[config.mk]
export PLATFORM = sky130hd
export DESIGN_NAME = fir_mac_sequencer
export DESIGN_NICKNAME = d
export VERILOG_FILES = /design/src/rtl/fir_mac_sequencer.sv
export SDC_FILE = /design/constraint.sdc
export NUM_CORES = 1
export LEC_CHECK = 0
export CAP_MARGIN = 20
export CORE_UTILIZATION = 58
export CTS_CLUSTER_SIZE = 28
export DETAILED_ROUTE_END_ITERATION = 8
export PLACE_DENSITY_LB_ADDON = 0.3
export SYNTH_ARGS = -nofsm -noshare
export SYNTH_HDL_FRONTEND = slang
export SYNTH_SLANG_ARGS = --single-unit
[constraint.sdc]
create_clock -name clk -period 16.5 [get_ports clk]
set_clock_uncertainty 0.2 [all_clocks]
set_input_delay 3.3 -clock clk [delete_from_list [all_inputs] [get_ports clk]]
set_output_delay 3.3 -clock clk [all_outputs]
set_load 0.01 [all_outputs]
[src/rtl/fir_mac_sequencer.sv]
// fir_mac_sequencer
//
// Time-multiplexed controller for a 4-tap FIR. One 8x8 multiplier and an
// 18-bit accumulator are stepped over the four taps, producing one result
// per accepted sample (one sample every 5 cycles at most).
//
// Parameters:
//   C0..C3     reset values of coefficients k0..k3 (k0 multiplies the newest sample)
// Ports:
//   clk        rising-edge clock
//   rst        asynchronous, active-high reset
//   in_valid   input sample valid
//   in_ready   block can accept a sample this cycle (IDLE and not in reset)
//   in         8-bit unsigned sample
//   coef_we    coefficient write strobe (honoured only in IDLE)
//   coef_addr  coefficient index 0..3
//   coef_data  8-bit unsigned coefficient value
//   coef_err   one-cycle pulse when a write arrived during MAC and was dropped
//   op_valid   one-cycle pulse marking a new result on op
//   op         18-bit unsigned result, held until the next result
//   busy       high while the MAC pass is running
module fir_mac_sequencer #(
    parameter logic [7:0] C0 = 8'd1,
    parameter logic [7:0] C1 = 8'd2,
    parameter logic [7:0] C2 = 8'd3,
    parameter logic [7:0] C3 = 8'd4
) (
    input  logic        clk,
    input  logic        rst,
    input  logic        in_valid,
    output logic        in_ready,
    input  logic [7:0]  in,
    input  logic        coef_we,
    input  logic [1:0]  coef_addr,
    input  logic [7:0]  coef_data,
    output logic        coef_err,
    output logic        op_valid,
    output logic [17:0] op,
    output logic        busy
);

    typedef enum logic [0:0] {
        IDLE = 1'b0,
        MAC  = 1'b1
    } state_t;

    state_t      state_q, state_d;
    logic [7:0]  x_q [4];
    logic [7:0]  x_d [4];
    logic [7:0]  k_q [4];
    logic [7:0]  k_d [4];
    logic [17:0] acc_q, acc_d;
    logic [1:0]  tap_q, tap_d;
    logic [17:0] op_q, op_d;
    logic        op_valid_q, op_valid_d;
    logic        coef_err_q, coef_err_d;

    logic        accept_s;
    logic [15:0] prod_s;
    logic [17:0] sum_s;

    assign in_ready = (state_q == IDLE) && !rst;
    assign busy     = (state_q == MAC);
    assign op       = op_q;
    assign op_valid = op_valid_q;
    assign coef_err = coef_err_q;

    assign accept_s = in_valid && in_ready;

    // Single shared multiplier: the tap counter selects the coefficient/sample pair.
    assign prod_s = {8'd0, k_q[tap_q]} * {8'd0, x_q[tap_q]};
    assign sum_s  = acc_q + {2'b00, prod_s};

    // Next-state, datapath and pulse logic.
    always_comb begin
        state_d    = state_q;
        acc_d      = acc_q;
        tap_d      = tap_q;
        op_d       = op_q;
        op_valid_d = 1'b0;
        coef_err_d = 1'b0;
        for (int i = 0; i < 4; i++) begin
            x_d[i] = x_q[i];
            k_d[i] = k_q[i];
        end

        case (state_q)
            IDLE: begin
                if (accept_s) begin
                    x_d[0]  = in;
                    x_d[1]  = x_q[0];
                    x_d[2]  = x_q[1];
                    x_d[3]  = x_q[2];
                    acc_d   = 18'd0;
                    tap_d   = 2'd0;
                    state_d = MAC;
                end else begin
                    state_d = IDLE;
                end
                // A write landing on the accept edge is seen by tap 0 one cycle later,
                // so the new coefficient applies to that very sample.
                if (coef_we) begin
                    k_d[coef_addr] = coef_data;
                end else begin
                    coef_err_d = 1'b0;
                end
            end
            MAC: begin
                acc_d = sum_s;
                tap_d = tap_q + 2'd1;
                if (tap_q == 2'd3) begin
                    op_d       = sum_s;
                    op_valid_d = 1'b1;
                    state_d    = IDLE;
                end else begin
                    state_d    = MAC;
                end
                // Coefficients stay frozen during a pass; report the lost write.
                if (coef_we) begin
                    coef_err_d = 1'b1;
                end else begin
                    coef_err_d = 1'b0;
                end
            end
            default: begin
                state_d = IDLE;
            end
        endcase
    end

    // State register with asynchronous reset to the power-on values.
    always_ff @(posedge clk or posedge rst) begin
        if (rst) begin
            state_q    <= IDLE;
            acc_q      <= 18'd0;
            tap_q      <= 2'd0;
            op_q       <= 18'd0;
            op_valid_q <= 1'b0;
            coef_err_q <= 1'b0;
            for (int i = 0; i < 4; i++) begin
                x_q[i] <= 8'd0;
            end
            k_q[0]     <= C0;
            k_q[1]     <= C1;
            k_q[2]     <= C2;
            k_q[3]     <= C3;
        end else begin
            state_q    <= state_d;
            acc_q      <= acc_d;
            tap_q      <= tap_d;
            op_q       <= op_d;
            op_valid_q <= op_valid_d;
            coef_err_q <= coef_err_d;
            for (int i = 0; i < 4; i++) begin
                x_q[i] <= x_d[i];
                k_q[i] <= k_d[i];
            end
        end
    end

endmodule

* Word level (Yosys, flattened, before mapping)
Index checks and enable logic that the tools add are counted. Widths: inputs -> output; s select.
Storage, ports and cells: output and inout bits 22, ROM bits 0, memories kept 0, register bits after elaboration 105, logic and storage cells 52, bits in latches 0, memory bits (writable) 0, bits of input ports 22
Operators by class: order comparisons 3, equal/unequal tests 2, divide/modulo/power cells 0, shift-type cells 0, multiplexer cells 20, reductions and logical operators 7, bitwise logic cells 3, multipliers 1, add/subtract/negate cells 2
Operators by type and width (number):
- $mux 8 | 5
- $pmux 18 s2 | 1
- $bmux 8 s2 | 2
- $bwmux 32 | 1
- $add 18x16->18 | 1
- $mux 18 | 1
- $demux 8 s2 | 1
- $mul 8x8->16 | 1
- $ge 3x3->1 const B | 2
- $not 2->3 | 2
- $reduce_and 2->1 | 3
- $mux 1 | 5
- $pmux 1 s2 | 2
- $pmux 2 s2 | 1
- $logic_and 1x1->1 | 3
- $lt 3x1->1 const B | 1
- $add 2x1->2 const B | 1
- $eq 2x2->1 const B | 1
- $mux 2 | 1
- $ne 2x2->1 const B | 1
- $logic_not 1->1 | 1
- $not 1->1 | 1

* Longest topological paths before layout
Gate-level depths: netlist of the first run.
depth after elaboration 7, depth in mapped cells 19, mapped depth without buffers 17

* Worst setup path before layout of the first run
Ideal clock, no wire load.
path kind input-to-output, start input rst, end output in_ready, required time 13000 ps, cell stages on the path 1, arrival time 3457 ps, path buffers 0, path slack 9543 ps, cells stage by stage nor2_1
Between the ends: longest elaborated chain between the ends 2
Ends and longest elaborated chain:
- start: declaration | RTL line 29 | input logic rst,
- $logic_not 1->1 (no line)
- $logic_and 1x1->1 | RTL line 62 | assign in_ready = (state_q == IDLE) && !rst;
- end: declaration | RTL line 31 | output logic in_ready,
No other way between the ends.

* Final worst setup path of the first run
Ends and elaborated chain as after synthesis.

==> results of run 1 <==
==> sequential cells by signal (all words and copies together) (netlist names) <==
name,count
busy,1
x_q,32
acc_q,18
coef_err,1
k_q,32
op_valid,1
op,18
tap_q,2
==> final cells by class <==
| type | count | area, um^2 | area share, % |
|---|---|---|---|
| clock buffer | 9 | 225.2 | 2.876 |
| clock inverter | 7 | 86.33 | 1.103 |
| inverter | 100 | 377.9 | 4.826 |
| multi-input combinational | 425 | 3825 | 48.85 |
| sequential | 105 | 2634 | 33.64 |
| tap | 143 | 178.9 | 2.285 |
| timing repair buffer | 50 | 503.0 | 6.424 |
==> logic make-up (layout without fill, tap and decap cells) <==
| logic type | after synthesis | after routing | synth area share [%] |
|---|---|---|---|
| DFF | 105 | 105 | 38.09 |
| adders and majority gates | 91 | 91 | 21.90 |
| AOI/OAI and AO/OA | 54 | 54 | 5.465 |
| xor gates and xnor gates | 14 | 14 | 1.773 |
| muxes | 64 | 64 | 13.08 |
| buffers and inverters | 120 | 166 | 6.587 |
| and+or+nand+nor | 202 | 202 | 13.10 |
==> synthesized netlist by cell type, types with 7 or more instances <==
library cell / number / share of area [%]
o31ai_1: 9 / 0.98
xnor2_1: 11 / 1.4
a21o_1: 7 / 0.76
nand2_1: 147 / 8.0
inv_1: 100 / 5.4
a21oi_1: 10 / 0.72
mux4_2: 16 / 5.2
clkbuf_1: 13 / 0.71
ha_1: 41 / 7.4
o21ai_0: 12 / 0.87
and2_1: 39 / 3.5
mux2_2: 47 / 7.7
fa_1: 50 / 14
dfrtp_1: 100 / 36
==> tightest hold or removal path, delay by kind of cell (launching register included) <==
kind	cells	cell delay, ns
simple gates	2	0.10
flops	1	0.35
==> cells in the final DEF (no fill, tap or decap), drive strengths merged, types with 5 or more instances in the layout <==
master,n
buf,7
inv,104
and2,39
a21o,7
clkbuf,9
xnor2,11
o31ai,9
nand2,148
fa,50
mux2,48
mux4,16
dfstp,5
o21ai,14
a21oi,10
ha,41
a22o,5
clkdlybuf4s50,43
dfrtp,100
==> final timing paths <==
check,cells past startpoint,endpoint
max,3,in_ready
min,2,x_q[5]
max reg2reg,15,op[15]
min reg2reg,2,x_q[5]
max in group asynchronous,3,x_q[14]
min in group asynchronous,2,acc_q[4]
==> per-layer routing <==
layer	vias to the layer above	wire, um	share of wire [%]	global-route usage (%)
met5	-	0	0	0
met4	0	331	2.4	10.09
met3	21	594	4.4	4.265
met2	91	6681	49	42.13
met1	2303	6021	44	31.57
li1	2173	-	-	-
==> through the flow <==
stage | hold slack (ns) | std cells
after global placement | 0.2521 | 822
after floorplan | 0.2406 | 650
after detailed placement | 0.2649 | 822
after CTS | 0.2855 | 838
after global routing | 0.3188 | 839
final | 0.2822 | 839
==> results_dict.tcl, run 1 <==
set metrics [dict create \
    period_share_pct 47.89 \
    fmax_mhz 126.5 \
    placed_cell_area_um2 7491 \
    hold_viol_final 0 \
    worst_slack_ns 8.597 \
    die_area_um2 12360 \
    max_slew_margin_pct 31.35 \
    worst-path-buf-inv 2 \
    place.gp.congestion 0.8472 \
    vias 4588 \
    drt-total-wl_um 13630 \
    setup_tns_ns 0 \
    portBuffers 43 \
    fin_crit_ns 7.903 \
    dpl.hpwl_um 10090 \
    antenna_found_initial 0 \
    cts_made_buffers 9 \
    pre_cts_slack_ns 8.596 \
    status "finished with violations" \
    synth-edff-count 0 \
    finalSetupViolations 0 \
    vias_per_cell 5.468 \
    cts_sinks 105 \
    drv_cap 0 \
    post-cts-setup-buffers 0 \
    hold_path.class "register to register" \
    rsz0062_at_grt "no" \
    overflow 0 \
    fin_area_um2 7830 \
    drt_iter0_markers 204 \
    synth_area_um2 6914 \
    io_pins 44 \
    grt_pass1_wl_um 23660 \
    placementRows 39 \
    path_max_fanout 2 \
    drt-wirelength-per-cell_um 16.24 \
    yosys_warnings 0 \
    cp.arrival_ns 4.40 \
    nets 804 \
    ys_ff_latch 105 \
    path_clk_slew_ns 0.08 \
    crit_top_cell "clkdlybuf4s50_1" \
    clockBufferDepth 2 \
    cts_tree "yes" \
    crit_start "rst" \
    synthCells 650 \
    min-delay-start "x_q[5]" \
    async_reset_ff_share_pct 100.0 \
    hold_buffers 0 \
    synth_area_per_cell_um2 10.64 \
    cts-root-buf "clkbuf_16" \
    ant_nets 0 \
    seq_area_frac_synth_pct 38.09 \
    required_ns 13.00 \
    slowest_stage "clkdlybuf4s50_1" \
    cpPeakStageDelay_ns 0.54 \
    crit_chain "clkdlybuf4s50_1 -> nor2_1 -> clkdlybuf4s50_1" \
    die_y_um 111.2 \
    grt_max_degree 71 \
    post-route-util_pct 67.99 \
    drc 2 \
    r2r-start "tap_q[1]" \
    htreeDepth 3 \
    drv_slew 0 \
    cts-resized-gates 0 \
    startpoint_type "primary input" \
    syn_to_final_growth_pct 13.25 \
    grt_usage_pct 24.77 \
    synth.distinct_cells 39 \
    tightest_slew_ns 1.027 \
    fp.dieW_um 111.2 \
    reg2reg_setup_slack_ns 10.36 \
    coreArea_um2 11520 \
    crit_family "buffers and inverters" \
    antenna_cells 0 \
    drive_above_1_share_pct 14.22 \
    start_util_pct 60.04 \
    clock_latency_ns 0.37 \
    violations "DRC" \
    grt_pass1_vias 4941 \
    first_pass_iters 6 \
    critical_path_class "primary input to output port" \
    synth_nets 763 \
    cp-end-kind "output port" \
    fillers 887 \
    ys.flop_type "dfrtp_1" \
]
Power of run 1 is not shown: default switching activity piles up to over one toggle a cycle in this logic, so the estimate is an artifact.
==> run 2: changes to the inputs <==
Settings changed: CORE_UTILIZATION 58 to 55.
Clock period 16.5 ns to 6.5 ns, I/O delays scaled along.
==> run 2 against run 1 <==
Compared with the run above:
- the flow now finishes without violations
- flip-flop and latch count stayed put
- wire length is 3.4% higher
- global-route usage is 0.12 points higher
- die area is 5.4% higher
- utilization is 3.4 points lower
- sequential share of layout area hardly changed
- count of clock-buffer cells in the layout is 2 higher
- cell count is 3.2% higher
- non-clock buffer count is 2 higher
- register-to-register slack worse by 9.9 ns
- critical path type is now register to register
- critical endpoint is now op[15]
- largest cell class unchanged
==> results_dict.tcl, run 2 (synthesis results as in run 1) <==
set metrics [dict create \
    nets 806 \
    status "complete, no violations" \
    cts-root-buf "clkbuf_16" \
    fmax_mhz 165.8 \
    post-cts-setup-buffers 0 \
    grt_util_met1_pct 32.06 \
    die_y_um 114.1 \
    reg2reg_setup_slack_ns 0.47 \
    hold_slack_ns 0.2781 \
    crit_chain "buf_4 -> mux4_2 -> and2_1 -> fa_1 -> fa_1 -> fa_1 -> inv_1 -> fa_1 -> inv_1 -> ha_1 -> a21o_1 -> a221oi_2 -> o221ai_2 -> a31oi_1 -> xnor2_1 -> mux2_4" \
    start_util_pct 57.09 \
    reg2reg_depth 16 \
    antenna_found_initial 0 \
    grtUsageMet3_pct 5.929 \
    slowest_stage "dfrtp_1" \
    place.gp.congestion 0.8790 \
    layoutNonFillerInstCount 866 \
    cts-resized-gates 0 \
    drt-wirelength-per-cell_um 16.28 \
    drt-total-wl_um 14100 \
    vias 4636 \
    period_share_pct 92.77 \
    antenna_cells 0 \
    grt_pass1_wl_um 24500 \
    drc 0 \
    busiest_layer "met2" \
    worst-path-stages 16 \
    finalSetupViolations 0 \
    setup_tns_ns 0 \
    grt_pass1_vias 5021 \
    cp-end-kind "register" \
    htreeDepth 3 \
    io_pins 44 \
    path_clk_slew_ns 0.07 \
    worst-path-buf-inv 3 \
    mostFrequentLayoutCells "nand2_1, dfrtp_1, inv_1" \
    crit_top_cell "fa_1" \
    path_max_fanout 9 \
    min-delay-start "x_q[1]" \
    fin_area_um2 7823 \
    placed_cell_area_um2 7545 \
    rsz0062_at_grt "no" \
    cp.arrival_ns 6.08 \
    cts_tree "yes" \
    hold_viol_final 0 \
    grt_max_degree 74 \
    tightest_slew_ns 0.9430 \
    first_pass_iters 5 \
    grt_usage_pct 24.89 \
    overflow 0 \
    vias_per_cell 5.353 \
    syn_to_final_growth_pct 13.14 \
    hold_path.class "register to register" \
    dp_cells 850 \
    mostFrequentLayoutCell "nand2_1" \
    crit_family "adder cells" \
    drv_cap 0 \
    placementRows 40 \
    fp.dieW_um 114.1 \
    grt_use_met2_pct 41.05 \
    cts_sinks 105 \
    critical_path_class "register to register" \
    cpPeakStageDelay_ns 0.71 \
    fin_crit_ns 6.030 \
    drt_iter0_markers 284 \
    crit_end "op[15]" \
    reg2reg_to "op[15]" \
    required_ns 6.55 \
    startpoint_type "register" \
    hold_buffers 0 \
    largestRegisters "k_q (32), x_q (32)" \
    dpl.hpwl_um 10330 \
    r2r-start "tap_q[0]" \
    ant_nets 0 \
    coreArea_um2 12110 \
    drive_above_1_share_pct 14.18 \
    clock_latency_ns 0.37 \
    clockBufferDepth 2 \
    die_area_um2 13020 \
    cts_made_buffers 9 \
    crit_start "tap_q[0]" \
    max_slew_margin_pct 36.97 \
    drv_slew 0 \
    portBuffers 43 \
]
## run 2: changes by cell type in the layout (fill, tap and decap cells not counted), sizes merged
cell | previous run | this run
clkbuf | 9 | 11
clkinvlp | 0 | 1
buf | 7 | 9
clkinv | 3 | 1
inv | 104 | 103
## run 2: stage by stage
step	setup slack [ns]	utilization, %
2_1_floorplan	0.8309	-
3_3_place_gp	0.7021	62.29
3_5_place_dp	0.5237	62.29
4_1_cts	0.4829	64.59
5_1_grt	0.2177	64.59
6_report	0.4697	64.59
## run 2: layer usage
layer / share of wire (%) / up-vias / wire length (um)
met2: 49 / 130 / 6846
met4: 2.4 / 0 / 345
met3: 5.8 / 25 / 822
li1: - / 2177 / -
met5: 0 / - / 0
met1: 43 / 2304 / 6083
## run 2: worst min-delay path by stage
stage | slack, ns | depth (start not counted) | endpoint
finish | 0.28 | 2 | x_q[1]
global route | 0.30 | 2 | x_q[6]
CTS | 0.28 | 2 | x_q[1]
detailed placement | 0.26 | 2 | x_q[1]
global placement | 0.25 | 2 | x_q[7]
floorplan | 0.24 | 2 | x_q[0]
## run 2: final cells by class
| class | instances | area (um^2) |
|---|---|---|
| clock buffer | 11 | 232.7 |
| clock inverter | 5 | 45.04 |
| fill | 947 | 4289 |
| inverter | 100 | 377.9 |
| multi-input combinational | 425 | 3825 |
| sequential | 105 | 2634 |
| tap | 168 | 210.2 |
| timing repair buffer | 52 | 498.0 |
## run 2: worst reg2reg max path: stages, from the launching register on
cell and delay, ns:
dfrtp_1 0.71, buf_4 0.28, mux4_2 0.60, and2_1 0.21
fa_1 0.45, fa_1 0.53, fa_1 0.50, inv_1 0.06
fa_1 0.53, inv_1 0.04, ha_1 0.35, a21o_1 0.19
a221oi_2 0.42, o221ai_2 0.23, a31oi_1 0.23, xnor2_1 0.11
mux2_4 0.26
Power of run 2 is left out for the same reason.
==> run 3: changes to the inputs <==
Settings changed: ABC_AREA set to 1.
==> run 3 against run 2 <==
Compared with the run above:
- fmax rose by 13%
- die area grew 4.9%
- setup slack gained 0.69 ns
- critical path type unchanged
- largest cell class unchanged
==> results_dict.tcl, run 3 <==
set metrics [dict create \
    synth_area_per_cell_um2 8.044 \
    regArea_um2 2634 \
    synth_largest_area_cell "dfrtp_1" \
    ys_top_cells_by_count "nand2_1, inv_1, dfrtp_1, o21ai_0, nor2_1" \
    finalSetupViolations 0 \
    fin_crit_ns 5.345 \
    cp.arrival_ns 5.40 \
    hold_viol_final 0 \
    period_share_pct 82.23 \
    ys_ff_latch 105 \
    hold_path.class "register to register" \
    mostFrequentLayoutCells "nand2_1, inv_1, dfrtp_1" \
    die_y_um 116.9 \
    drc 0 \
    rsz0062_at_grt "no" \
    syn_to_final_growth_pct 11.76 \
    vias 5551 \
    drt-total-wl_um 14710 \
    grt_pass1_wl_um 25620 \
    drt_iter0_markers 303 \
    synth.distinct_cells 31 \
    cts_tree "yes" \
    synth.most_common_cell "nand2_1" \
    path_max_fanout 24 \
    tightest_slew_ns 0.8356 \
    hold_slack_ns 0.2834 \
    synth_nets 1015 \
    first_pass_iters 5 \
    grt_usage_pct 24.60 \
    multiInputGateArea_um2 3807 \
    fillers 1165 \
    startpoint_type "register" \
    yosys_warnings 0 \
    vias_per_cell 4.987 \
    grt_max_degree 69 \
    post-cts-setup-buffers 0 \
    synthCells 902 \
    synth-edff-count 0 \
    io_pins 44 \
    htreeDepth 3 \
    ant_nets 0 \
    fmax_mhz 187.1 \
    hold_buffers 0 \
    fp.dieW_um 116.9 \
    antenna_found_initial 0 \
    cts_sinks 105 \
    mostFrequentLayoutCell "nand2_1" \
    overflow 0 \
    clock_latency_ns 0.36 \
    drt-wirelength-per-cell_um 13.22 \
    required_ns 6.55 \
    reg2reg_depth 23 \
    synth_top_area_share_pct 34.49 \
    min_to "op[9]" \
    place.gp.congestion 0.9154 \
    reg2reg_to "op[16]" \
    placementRows 41 \
    portBuffers 43 \
    clockBufferDepth 2 \
    path_clk_slew_ns 0.08 \
    whs_path_depth 2 \
    setup_tns_ns 0 \
    cts-root-buf "clkbuf_16" \
    yosys-top-cells-area "dfrtp_1, nand2_1, fa_1" \
    start_util_pct 57.03 \
    synth_area_um2 7256 \
    antenna_cells 0 \
    cts_made_buffers 9 \
    drv_cap 0 \
    largestRegisters "k_q (32), x_q (32)" \
    drv_slew 0 \
    max_slew_margin_pct 44.30 \
    critical_path_class "register to register" \
    coreArea_um2 12720 \
    status "complete, no violations" \
    async_reset_ff_share_pct 100.0 \
    ys.flop_type "dfrtp_1" \
    drive_above_1_share_pct 5.632 \
    reg2reg_setup_slack_ns 1.16 \
    nets 1049 \
    cp-end-kind "register" \
    grt_pass1_vias 5330 \
    dpl.hpwl_um 10950 \
    min-delay-start "op[9]" \
    die_area_um2 13660 \
    cts-resized-gates 0 \
    r2r-start "tap_q[1]" \
    seq_area_frac_synth_pct 36.30 \
]
## run 3: layer usage
metal	share of wire [%]	track usage, %	wire (um)	vias up
li1	-	-	-	2822
met1	48	35.09	7111	2593
met2	45	38.58	6660	114
met3	4.5	4.892	657	22
met4	1.9	6.751	283	0
met5	0	0	0	-
## run 3: cells by family after synthesis
family | Yosys count | share of synthesized area (%)
AO/OA/AOI/OAI | 115 | 9.967
XOR/XNOR | 8 | 0.9657
adder cells (fa/ha/maj) | 91 | 20.87
buffers and inverters | 203 | 11.23
flip-flops | 105 | 36.30
AND/OR/NAND/NOR | 380 | 20.68
## run 3: worst max-delay path, stage by stage (launching register included)
cell     delay (ns)
dfrtp_1        0.41
inv_1          0.30
buf_16         0.22
a21oi_1        0.07
a32oi_2        0.30
inv_2          0.13
or2_1          0.25
fa_1           0.50
fa_1           0.54
inv_1          0.06
fa_1           0.52
inv_1          0.05
fa_1           0.52
inv_1          0.04
ha_1           0.34
nand2_1        0.09
inv_1          0.06
nand3_1        0.08
nand2_1        0.15
nand2_1        0.09
nand2_1        0.07
nand2_1        0.07
nand3_1        0.08
nand2_1        0.07
## run 3: final cells by class
| cell class | count | area share (%) |
|---|---|---|
| Clock buffer | 11 | 2.993 |
| Clock inverter | 5 | 0.5709 |
| Inverter | 177 | 8.239 |
| Multi-Input combinational cell | 594 | 46.95 |
| Sequential cell | 105 | 32.48 |
| Tap cell | 172 | 2.654 |
| Timing Repair Buffer | 49 | 6.110 |
## run 3: metrics by stage
stage | setup WS, ns | area [um^2] | utilization, % | instances
5_1_grt | 0.8660 | 8109 | 63.74 | 1113
6_report | 1.155 | 8109 | 63.74 | 1113
3_3_place_gp | 0.8962 | 7792 | 61.25 | 1096
3_5_place_dp | 0.8213 | 7792 | 61.25 | 1096
4_1_cts | 0.7992 | 8082 | 63.52 | 1112
2_1_floorplan | 1.817 | 7256 | - | 902
## run 3: worst max-delay path by stage
stage | from | to | slack, ns | depth (start not counted)
2_1_floorplan | tap_q[0] | op[10] | 1.82 | 21
3_3_place_gp | tap_q[1] | acc_q[12] | 0.90 | 22
3_5_place_dp | tap_q[1] | op[17] | 0.82 | 22
4_1_cts | tap_q[1] | op[17] | 0.80 | 22
5_1_grt | tap_q[1] | op[16] | 0.87 | 23
6_report | tap_q[1] | op[16] | 1.16 | 23
Power of run 3 is left out for the same reason.
